**config.mk**
```make
export PLATFORM = sky130hd
export DESIGN_NAME = pipeline_hazard_sequencer
export DESIGN_NICKNAME = d
export VERILOG_FILES = /design/src/rtl/pipeline_hazard_sequencer.sv
export SDC_FILE = /design/constraint.sdc
export NUM_CORES = 1
export LEC_CHECK = 0
export ABC_AREA = 0
export ABC_CLOCK_PERIOD_IN_PS = 1400
export CAP_MARGIN = 20
export CORE_MARGIN = 3
export CORE_UTILIZATION = 29
export DETAILED_ROUTE_END_ITERATION = 8
export PLACE_DENSITY_LB_ADDON = 0.3
export SLEW_MARGIN = 20
export SYNTH_ARGS = -nofsm -noshare
export SYNTH_HDL_FRONTEND = slang
export SYNTH_SLANG_ARGS = --single-unit
```
**constraint.sdc**
```tcl
create_clock -name clk -period 1.4 [get_ports clk]
set_input_delay 0.21 -clock clk [delete_from_list [all_inputs] [get_ports clk]]
set_output_delay 0.21 -clock clk [all_outputs]
set_load 0.005 [all_outputs]
```
**src/rtl/pipeline_hazard_sequencer.sv**
```systemverilog
// pipeline_hazard_sequencer
//
// Central stall/flush sequencer for a 5-stage pipeline (IF, DEC, EX, ME, WB).
// It drives the PC write enable and the write enables and flushes of the
// IF/DEC, DEC/EX, EX/ME and ME/WB pipeline registers. It handles three cases:
//   - load-use hazards: DEC reads a register that the load in EX is writing;
//   - branch mispredict recovery: the branch is resolved in EX;
//   - multi-cycle memory-mapped IO accesses held in ME.
//
// All enables and flushes are combinational from the FSM state and the
// current inputs, so a stall takes effect in the same cycle it is detected.
//
// Optional feature: define HAZARD_PERF_CNT_EN to build the saturating stall
// and flush performance counters. When the macro is not defined, stall_cnt
// and flush_cnt are tied to zero and no counter flops are built.
//
// Ports
//   clk          in   1     system clock
//   reset        in   1     synchronous, active-high reset
//   dec_rs1      in   RIW   rs1 index of the instruction in DEC
//   dec_rs2      in   RIW   rs2 index of the instruction in DEC
//   dec_use_rs1  in   1     the DEC instruction reads rs1
//   dec_use_rs2  in   1     the DEC instruction reads rs2
//   ex_rd        in   RIW   destination index of the instruction in EX
//   ex_is_load   in   1     the EX instruction is a load that writes ex_rd
//   mispredict   in   1     the branch in EX resolved against its prediction
//   io_req       in   1     the ME instruction is an IO access
//   pc_wr_en     out  1     PC write enable
//   if_wr_en     out  1     IF/DEC register write enable
//   dec_wr_en    out  1     DEC/EX register write enable
//   ex_wr_en     out  1     EX/ME register write enable
//   me_wr_en     out  1     ME/WB register write enable
//   if_flush     out  1     load a NOP into the IF/DEC register
//   dec_flush    out  1     load a bubble into the DEC/EX register
//   stall_cnt    out  CNT   stall cycles (PC held), when the counters are built
//   flush_cnt    out  CNT   mispredict flush events, when the counters are built
module pipeline_hazard_sequencer #(
  parameter int REG_INDEX_BIT_WIDTH = 4,
  parameter int IO_WAIT_CYCLES      = 3,
  parameter int CNT_BITS            = 16
) (
  input  logic                           clk,
  input  logic                           reset,
  input  logic [REG_INDEX_BIT_WIDTH-1:0] dec_rs1,
  input  logic [REG_INDEX_BIT_WIDTH-1:0] dec_rs2,
  input  logic                           dec_use_rs1,
  input  logic                           dec_use_rs2,
  input  logic [REG_INDEX_BIT_WIDTH-1:0] ex_rd,
  input  logic                           ex_is_load,
  input  logic                           mispredict,
  input  logic                           io_req,
  output logic                           pc_wr_en,
  output logic                           if_wr_en,
  output logic                           dec_wr_en,
  output logic                           ex_wr_en,
  output logic                           me_wr_en,
  output logic                           if_flush,
  output logic                           dec_flush,
  output logic [CNT_BITS-1:0]            stall_cnt,
  output logic [CNT_BITS-1:0]            flush_cnt
);

  // The wait counter only has to hold IO_WAIT_CYCLES-1.
  localparam int CW = (IO_WAIT_CYCLES > 1) ? $clog2(IO_WAIT_CYCLES) : 1;

  typedef enum logic [1:0] {
    RUN        = 2'd0,
    IO_WAIT    = 2'd1,
    IO_RELEASE = 2'd2
  } state_t;

  state_t        state;
  logic [CW-1:0] wait_cnt;
  logic          load_use;

  // Register index 0 is compared like any other register.
  assign load_use = ex_is_load &
                    ((dec_use_rs1 & (dec_rs1 == ex_rd)) |
                     (dec_use_rs2 & (dec_rs2 == ex_rd)));

  // The cycle that first sees io_req in RUN is freeze cycle 1; IO_WAIT then
  // supplies the remaining IO_WAIT_CYCLES-1 frozen cycles.
  always_ff @(posedge clk) begin
    if (reset) begin
      state    <= RUN;
      wait_cnt <= '0;
    end else begin
      unique case (state)
        RUN: begin
          if (io_req) begin
            wait_cnt <= CW'(IO_WAIT_CYCLES - 1);
            state    <= (IO_WAIT_CYCLES == 1) ? IO_RELEASE : IO_WAIT;
          end
        end
        IO_WAIT: begin
          wait_cnt <= wait_cnt - CW'(1);
          if (wait_cnt == CW'(1)) state <= IO_RELEASE;
        end
        IO_RELEASE: state <= RUN;
        default:    state <= RUN;
      endcase
    end
  end

  // Freeze has priority over everything and never coexists with a flush.
  // IO_RELEASE ignores io_req so the access just served does not retrigger.
  always_comb begin
    pc_wr_en  = 1'b1;
    if_wr_en  = 1'b1;
    dec_wr_en = 1'b1;
    ex_wr_en  = 1'b1;
    me_wr_en  = 1'b1;
    if_flush  = 1'b0;
    dec_flush = 1'b0;
    if (!reset) begin
      if ((state == IO_WAIT) || ((state == RUN) && io_req)) begin
        pc_wr_en  = 1'b0;
        if_wr_en  = 1'b0;
        dec_wr_en = 1'b0;
        ex_wr_en  = 1'b0;
        me_wr_en  = 1'b0;
      end else if (mispredict) begin
        if_flush  = 1'b1;
        dec_flush = 1'b1;
      end else if (load_use) begin
        // DEC/EX stays enabled so the bubble is actually written into it.
        pc_wr_en  = 1'b0;
        if_wr_en  = 1'b0;
        dec_flush = 1'b1;
      end
    end
  end

`ifdef HAZARD_PERF_CNT_EN
  function automatic logic [CNT_BITS-1:0] sat_inc(input logic [CNT_BITS-1:0] v);
    return (&v) ? v : v + CNT_BITS'(1);
  endfunction

  logic [CNT_BITS-1:0] stall_q;
  logic [CNT_BITS-1:0] flush_q;

  always_ff @(posedge clk) begin
    if (reset) begin
      stall_q <= '0;
      flush_q <= '0;
    end else begin
      if (!pc_wr_en) stall_q <= sat_inc(stall_q);
      if (if_flush)  flush_q <= sat_inc(flush_q);
    end
  end

  // Counters read as zero for the whole time reset is high.
  assign stall_cnt = reset ? '0 : stall_q;
  assign flush_cnt = reset ? '0 : flush_q;
`else
  assign stall_cnt = '0;
  assign flush_cnt = '0;
`endif

endmodule

```
==> reports/qor.csv, run 1 <==
stage,metric,value,unit
synth,synthCells,73,
final_layout,instances_no_fill,130,
synth,synthTopCellsByArea,"buf_4, dfxtp_1, xor2_1",
floorplanning,fp.coreArea,1800,um^2
floorplanning,start_util,0.321,
timing,slew_violations,0,
worst_setup_path,r2r_start,state[1],
final_layout,layout_common_cells,"conb_1, buf_2, buf_4, dlygate4sd2_1",
floorplanning,row_count,15,
floorplanning,die_width,50.6,um
place,dp.cells,127,
final_layout,final_common_cell,conb_1,
timing,fmax,0.674,GHz
worst_setup_path,end_kind,output port,
global_routing,antenna_found_initial,0,
synth,avgSynthCellArea,7.92,um^2
floorplanning,die_y,50.6,um
worst_setup_path,worstSetupStartpoint,state[0],
worst_setup_path,critPathLaunchType,flop,
outcome,violations,setup timing,
final_layout,utilization,0.440,
timing,whs,0.459,ns
synth,ys_types,22,
timing,min_period,1.48,ns
timing,finalHoldViolations,0,
outcome,status,"finished, violations left",
floorplanning,io_pins,58,
worst_setup_path,required,1.19,ns
place,io_buffers,25,
min_path,hold_path_depth,2,
min_path,min_from,wait_cnt[1],
min_path,hold_path_class,flop to flop,
synth,synth_top_cell_by_area,buf_4,
route,wl_per_cell,8.62,um
run,max_cap_viol_count,0,
route,drc,0,
route,vias,492,
route,wirelength,1120,um
clock_tree,cts_root_buffer,clkbuf_4,
route,vias_per_cell,3.78,
clock_tree,cts_tree,yes,
synth,synth_area,578,um^2
timing,fin_worst_skew,0.00257,ns
final_layout,drive_gt1_frac,0.371,
timing,setup_viol,3,
synth,synth_top_area_frac,0.455,
clock_tree,cts_buffers,3,
synth,ys.warnings.count,0,
global_routing,gr-total-overflow,0,
worst_setup_path,cp.arrival,1.27,ns
final_layout,syn2layout_area_growth,37.0,%
synth,ys_seq_elements,4,
timing,finalWorstSetupSlack,-0.0827,ns
timing,fin_crit_sh,1.06,
place,gp_congestion,0.749,
pwr,power,0.000451,W
worst_setup_path,ff2ff_path_depth,5,
worst_setup_path,rr_endpoint,wait_cnt[0],
worst_setup_path,crit_type,flop to output port,
min_path,hold_end,wait_cnt[1],
clock_tree,h-tree-depth,1,
final_layout,num_antenna_cells,0,
synth,ys_seq_area_frac,0.139,
route,dr.pass1.iters,1,
place,dp_hpwl,997,um
global_routing,grt_max_degree,7,
clock_tree,clkTransAtPathRegs,0.04,ns
timing,rsz0062_at_grt,true,
floorplanning,die_area,2560,um^2
clock_tree,worstSkewPairLatency,0.23,ns
pwr,pwr_density_cell,570,nW/um^2
global_routing,grt_use_total,0.0886,
clock_tree,cts.sinks,4,
final_layout,layout.nets,127,
clock_tree,cts_buffer_depth,2,
global_routing,grt_pass1_vias,471,
route,drtIter0Drc,0,
worst_setup_path,r2r_setup_slack,0.20,ns
pwr,p_leak,0.421,nW
global_routing,grt_pass1_wl,1720,um
clock_tree,postCtsSetupBuffers,0,
pwr,peakVddDrop,0.442,mV
route,postRouteAntennaNets,0,
worst_setup_path,cp_max_fo,2,
-- worst max-delay path by stage --
stage | end | depth (start not counted)
after floorplan | pc_wr_en | 5
after global placement | if_wr_en | 6
after detailed placement | if_wr_en | 6
after CTS | if_wr_en | 6
after global routing | dec_flush | 5
final | dec_flush | 5
-- synthesized netlist by cell type --
cell type and n:
a211oi_1 1, o21ai_0 1, nor3b_1 3, nor3_2 1
dfxtp_1 4, ha_1 1, a21oi_1 1, inv_1 3
conb_1 1, buf_4 35, and2_0 1, and3_1 1
or2_2 1, nor3_1 2, o21bai_1 1, nor2_1 4
a32oi_1 1, xnor2_1 2, or3_1 1, xor2_1 6
o41a_1 1, mux2i_1 1
-- state kept, by name (all words and copies together), names as in the netlist --
register / cells
state: 2
wait_cnt: 2
-- stage by stage --
stage / setup TNS, ns / cell area [um^2] / setup slack [ns]
2_1_floorplan: 0 / 694 / 0.0696
4_1_cts: -0.405 / 792 / -0.139
5_1_grt: -0.382 / 792 / -0.196
3_5_place_dp: -4.12 / 773 / -0.728
6_report: -0.127 / 792 / -0.0827
3_3_place_gp: -4.12 / 773 / -0.722
-- logic make-up (layout without fill, tap and decap cells) --
logic type / Yosys count / after routing / synth area share
other: 1 / 32 / 0.00649
buffers and inverters: 38 / 39 / 0.474
adders and majority gates: 1 / 1 / 0.0216
DFF: 4 / 4 / 0.139
AOI/OAI and AO/OA: 6 / 6 / 0.0779
xor gates and xnor gates: 8 / 8 / 0.121
muxes: 1 / 1 / 0.0173
and+or+nand+nor: 14 / 14 / 0.143
-- critical path: stages, from the launching register on --
cell and delay, ns:
dfxtp_1 0.31, nor2_2 0.09, nor2_1 0.07, or3_1 0.31
o21bai_1 0.14, buf_2 0.13
-- final cells by class --
class | count | area [um^2]
Multi-Input combinational cell | 62 | 389
Inverter | 3 | 11.3
Fill cell | 186 | 1010
Clock buffer | 3 | 22.5
Tap cell | 25 | 31.3
Sequential cell | 4 | 81.3
Timing Repair Buffer | 33 | 256
-- per-layer routing --
layer  vias to the layer above  wire length (um)  GRT usage  part of all wire
li1                        233                 -          -                 -
met2                        46               535      0.154              0.48
met1                       211               377     0.0835              0.34
met4                         0                20     0.0493             0.018
met5                         -                 0          0                 0
met3                         2               187     0.0445              0.17
-- report_power, final --
| group | internal, W | total, W | leakage (nW) | switching [W] |
|---|---|---|---|---|
| logic | 0.0000954 | 0.000182 | 0.373 | 0.0000863 |
| clock network | 0.0000958 | 0.000141 | 0.0138 | 0.0000456 |
| registers | 0.000123 | 0.000128 | 0.0336 | 0.00000453 |
| total | 0.000315 | 0.000451 | 0.421 | 0.000136 |
-- repair_timing --
action | 4_1_cts | 5_1_grt
endpoints found under the setup margin | 7 | 6
endpoints found under the hold margin | 0 | 0
hold buffers | 0 | 0
gates resized for setup | 78 | 12
pin swaps | 13 | 8
(Power assumes the default switching activity.)
==> inputs of run 2 (changes only) <==
- SKIP_CTS_REPAIR_TIMING: default -> 1
==> run 2 against run 1 <==
The flow still finishes with violations (setup timing). Flip-flop and latch count stayed put. Combinational power grew 11%. Total power grew 4.5%. Clock power is essentially flat. Final cell count increased by 0.77%. Clock skew is 0.00064 ns lower. Highest routed layer unchanged.
==> reports/qor.csv, run 2 (synthesis results as in run 1) <==
stage,metric,value,unit,change
timing,rsz0062_at_grt,true,,
global_routing,grt_max_degree,7,,unchanged
outcome,status,"finished, violations left",,
route,vias,502,,+2.0%
floorplanning,die_area,2560,um^2,unchanged
worst_setup_path,worstSetupStartpoint,ex_rd[3],,
global_routing,grt_pass1_vias,465,,-1.3%
pwr,p_leak,0.553,nW,+31%
clock_tree,cts.sinks,4,,unchanged
route,vias_per_cell,3.83,,+1.3%
final_layout,top_regs,"state (2), wait_cnt (2)",,
clock_tree,cts_root_buffer,clkbuf_4,,
timing,finalHoldViolations,0,,unchanged
place,gp_congestion,0.749,,unchanged
floorplanning,fp.coreArea,1800,um^2,unchanged
clock_tree,cts_buffer_depth,2,,unchanged
worst_setup_path,end_kind,output port,,
global_routing,grt_use_total,0.0830,,-0.00564
worst_setup_path,r2r_setup_slack,0.20,ns,about the same
floorplanning,die_y,50.6,um,unchanged
timing,setup_viol,3,,unchanged
place,dp_slack,-0.728,ns,unchanged
route,wl_per_cell,8.98,um,+4.3%
worst_setup_path,slowest_stage,o41a_1,,
floorplanning,die_width,50.6,um,unchanged
worst_setup_path,r2r_start,state[1],,
final_layout,final_common_cell,conb_1,,
min_path,min_from,reset,,
run,max_cap_viol_count,0,,unchanged
timing,finalWorstSetupSlack,-0.151,ns,-0.0682 ns
route,wirelength,1180,um,+5.1%
route,drc,0,,unchanged
place,io_buffers,25,,unchanged
clock_tree,cts_buffers,3,,unchanged
floorplanning,start_util,0.321,,unchanged
timing,fin_crit_sh,1.11,,+0.0487
worst_setup_path,required,1.19,ns,about the same
clock_tree,h-tree-depth,1,,unchanged
worst_setup_path,max_stage_delay,0.42,ns,+0.11 ns
final_layout,drive_gt1_frac,0.274,,-0.0978
worst_setup_path,critPathLaunchType,input pin,,
floorplanning,row_count,15,,unchanged
place,dp_hpwl,997,um,unchanged
global_routing,antenna_found_initial,0,,unchanged
route,postRouteAntennaNets,0,,unchanged
final_layout,utilization,0.490,,+0.0507
timing,slew_violations,0,,unchanged
clock_tree,worstSkewPairLatency,0.23,ns,about the same
worst_setup_path,cp_max_fo,2,,unchanged
outcome,violations,setup timing,,
final_layout,syn2layout_area_growth,52.8,%,
worst_setup_path,crit_type,input pin to output port,,
min_path,hold_path_class,input pin to flop,,
final_layout,num_antenna_cells,0,,unchanged
worst_setup_path,cp.arrival,1.34,ns,+0.07 ns
pwr,peakVddDrop,0.448,mV,+1.4%
worst_setup_path,path_cells,"dlymetal6s2s_1, xor2_1, nor3_2, a32oi_2, o41a_1, clkbuf_2",,
global_routing,grt_pass1_wl,1590,um,-7.6%
final_layout,layout.nets,128,,+0.79%
timing,fin_worst_skew,0.00193,ns,-0.000640 ns
route,dr.pass1.iters,1,,unchanged
floorplanning,io_pins,58,,unchanged
timing,min_period,1.55,ns,+0.0682 ns
clock_tree,clkTransAtPathRegs,0.04,ns,about the same
clock_tree,cts_tree,yes,,
pwr,pwr_density_cell,534,nW/um^2,-6.3%
global_routing,gr-total-overflow,0,,unchanged
final_layout,layout_common_cells,"conb_1, dlymetal6s2s_1, buf_4, xor2_1",,
route,drtIter0Drc,0,,unchanged
timing,fmax,0.645,GHz,-4.4%
## run 2: changes by cell type in the layout (fill, tap and decap cells not counted), sizes merged
cell           previous run  this run
buf                      21        11
clkdlybuf4s15             1         0
clkdlybuf4s50             1         3
dlygate4sd2               5         0
dlymetal6s2s              1        16
## run 2: where the power goes
| group | leakage, nW | switching, W | total (W) | internal, W |
|---|---|---|---|---|
| Clock | 0.0138 | 0.0000462 | 0.000142 | 0.0000958 |
| Combinational | 0.506 | 0.0000908 | 0.000202 | 0.000111 |
| Sequential | 0.0331 | 0.00000440 | 0.000128 | 0.000123 |
| Total | 0.553 | 0.000141 | 0.000471 | 0.000330 |
## run 2: routing by layer
layer / global-route usage / wire (um) / vias to the layer above
li1: - / - / 235
met1: 0.0743 / 375 / 219
met2: 0.148 / 590 / 46
met3: 0.0445 / 191 / 2
met4: 0.0448 / 20 / 0
met5: 0 / 0 / -
## run 2: final cells by class
class                   instances  area, um^2
repair buffers                 34         342
flip-flops and latches          4        80.1
well taps                      25        31.3
inverters                       3        11.3
fillers                       174         918
multi-input cells              62         397
clock buffers                   3        22.5
## run 2: stage by stage
stage	power [W]	hold WS (ns)	instances	setup TNS (ns)	cell area, um^2
after floorplan	0.000279	0.282	104	0	694
after global placement	0.000315	0.454	127	-4.12	773
after detailed placement	0.000318	0.460	127	-4.12	773
after CTS	0.000466	0.467	130	-4.17	796
after global routing	0.000509	0.421	131	-0.632	883
final	0.000471	0.381	131	-0.414	883
## run 2: worst max-delay path: cells and delay by family
kind,cells,cell delay [ns]
AO/OA/AOI/OAI,2,0.50
XOR/XNOR,1,0.17
AND/OR/NAND/NOR,1,0.18
buffers and inverters,2,0.27
## run 2: final timing paths
kind / end / cells after the start
worst max-delay path: if_wr_en / 6
worst min-delay path: state[0] / 2
worst max register to register: wait_cnt[0] / 5
worst min register to register: wait_cnt[1] / 2
==> inputs of run 3 (changes only) <==
- CELL_PAD_IN_SITES_DETAIL_PLACEMENT: default -> 1
- CELL_PAD_IN_SITES_GLOBAL_PLACEMENT: default -> 2
- CORE_ASPECT_RATIO: default -> 0.7
- CORE_UTILIZATION: 29 -> 13
==> run 3 against run 2 <==
The run still ends with setup timing left. Combinational power grew 8%. Fmax is 2.0% lower. First-iteration DRC count is 8 higher. Routed wire length rose by 45%. Global-route usage decreased by 3.1 points. Worst setup slack worse by 0.031 ns. Hold slack improved by 0.069 ns. Non-clock buffer count increased by 3. Clock skew shrank 0.0017 ns. Design area is 7.9% higher. Sequential power is essentially flat. Sequential share of layout area shrank 0.53 points. Largest power group is now clock.
==> reports/qor.csv, run 3 (synthesis results as in run 1) <==
stage,metric,value,unit,change
final_layout,top_regs,"state (2), wait_cnt (2)",,
run,max_cap_viol_count,0,,unchanged
global_routing,grt_pass1_vias,428,,-8.0%
pwr,peakVddDrop,0.156,mV,-65%
floorplanning,die_y,61.8,um,+22%
route,dr.pass1.iters,2,,+1
timing,finalHoldViolations,0,,unchanged
route,postRouteAntennaNets,0,,unchanged
route,vias,503,,+0.20%
clock_tree,cts_buffer_depth,2,,unchanged
global_routing,grt_max_degree,6,,-1
timing,finalWorstSetupSlack,-0.182,ns,-0.0314 ns
worst_setup_path,worstSetupStartpoint,dec_use_rs1,,
route,drtIter0Drc,8,,+8
floorplanning,die_width,85.7,um,+69%
worst_setup_path,cp_max_fo,2,,unchanged
route,vias_per_cell,3.12,,-18%
clock_tree,cts.sinks,4,,unchanged
timing,min_period,1.58,ns,+0.0314 ns
min_path,min_from,reset,,
timing,fin_crit_sh,1.13,,+0.0224
global_routing,antenna_found_initial,0,,unchanged
pwr,pwr_density_cell,625,nW/um^2,+17%
place,dp_hpwl,1370,um,+37%
worst_setup_path,crit_type,input pin to output port,,
global_routing,grt_pass1_wl,1970,um,+24%
final_layout,instances_no_fill,161,,+23%
final_layout,layout_common_cells,"conb_1, dlymetal6s2s_1, buf_4, clkbuf_2",,
min_path,hold_path_class,input pin to flop,,
timing,fmax,0.632,GHz,-2.0%
final_layout,final_common_cell,conb_1,,
timing,fin_worst_skew,0.000204,ns,-0.00173 ns
final_layout,layout.nets,131,,+2.3%
timing,whs,0.450,ns,+0.0693 ns
timing,rsz0062_at_grt,true,,
route,wirelength,1710,um,+45%
timing,slew_violations,0,,unchanged
worst_setup_path,worst-path-buf-inv,2,,unchanged
final_layout,num_antenna_cells,0,,unchanged
floorplanning,fp.coreArea,4090,um^2,+130%
outcome,status,"finished, violations left",,
floorplanning,io_pins,58,,unchanged
worst_setup_path,end_kind,output port,,
worst_setup_path,required,1.19,ns,about the same
outcome,violations,setup timing,,
worst_setup_path,slowest_stage,clkdlybuf4s50_1,,
worst_setup_path,cp.arrival,1.37,ns,+0.03 ns
route,wl_per_cell,10.6,um,+18%
floorplanning,row_count,19,,+4
floorplanning,start_util,0.141,,-0.179
clock_tree,cts_tree,yes,,
timing,setup_viol,3,,unchanged
final_layout,syn2layout_area_growth,64.9,%,
place,dp_slack,-0.753,ns,-0.0244 ns
place,gp_congestion,0.670,,-11%
floorplanning,die_area,5300,um^2,+110%
worst_setup_path,max_stage_delay,0.47,ns,+0.05 ns
clock_tree,h-tree-depth,1,,unchanged
clock_tree,cts_buffers,3,,unchanged
clock_tree,cts_root_buffer,clkbuf_8,,
global_routing,grt_use_total,0.0523,,-0.0307
place,io_buffers,25,,unchanged
worst_setup_path,r2r_setup_slack,0.28,ns,+0.08 ns
global_routing,gr-total-overflow,0,,unchanged
pwr,p_leak,0.536,nW,-3.1%
clock_tree,worstSkewPairLatency,0.22,ns,about the same
worst_setup_path,path_cells,"clkdlybuf4s50_1, a32oi_2, o41a_1, buf_2",,
worst_setup_path,r2r_start,state[1],,
clock_tree,clkTransAtPathRegs,0.03,ns,about the same
route,drc,0,,unchanged
final_layout,drive_gt1_frac,0.367,,+0.0934
worst_setup_path,cpLargestDelayFamily,buffers and inverters,,
place,dp.cells,155,,+22%
final_layout,fillers,500,,+190%
worst_setup_path,critPathLaunchType,input pin,,
-- run 3: cell types whose count changed in the layout (fill, tap and decap cells not counted), moves of 2 or more --
cell / before / now
xor2_2: 1 / 3
xor2_1: 5 / 3
clkbuf_8: 0 / 3
buf_4: 8 / 11
buf_2: 1 / 3
dlymetal6s2s_1: 16 / 12
clkbuf_4: 3 / 0
-- run 3: routing by layer --
layer | global-route usage | wire length, um | vias to the layer above
met5 | 0 | 0 | -
met3 | 0.00791 | 85 | 3
met4 | 0.0542 | 32 | 0
li1 | - | - | 239
met2 | 0.0785 | 912 | 24
met1 | 0.0639 | 681 | 237
-- run 3: path summary, 6_finish.rpt --
check	to	depth (start not counted)
worst max-delay path	pc_wr_en	4
worst max register to register	wait_cnt[1]	3
worst min register to register	wait_cnt[1]	2
worst min-delay path	state[0]	3
-- run 3: through the flow --
stage          TNS [ns]   util  area, um^2  total power, W
2_1_floorplan         0      -         694        0.000279
3_3_place_gp      -4.59  0.199         815        0.000327
3_5_place_dp      -4.38  0.199         815        0.000325
4_1_cts           -4.42  0.209         856        0.000582
5_1_grt          -0.671  0.233         953        0.000628
6_report         -0.481  0.233         953        0.000596
-- run 3: power by group --
group	leakage, nW	switching, W	total [W]	internal, W
Sequential	0.0333	0.00000618	0.000130	0.000124
Clock	0.0216	0.0000646	0.000248	0.000184
Combinational	0.481	0.000100	0.000218	0.000117
-- run 3: layout make-up --
type,count,area [um^2],share of cell area
Clock buffer,3,41.3,0.0433
Multi-Input combinational cell,62,414,0.434
Sequential cell,4,81.3,0.0853
Inverter,3,11.3,0.0118
Timing Repair Buffer,37,340,0.357
Tap cell,52,65.1,0.0682
-- run 3: worst register-to-register path: cells and delay by family, from the launching register on --
family          cells  cell delay (ns)
buf+inv             1             0.16
compound gates      1             0.24
simple gates        1             0.30
flops               1             0.33
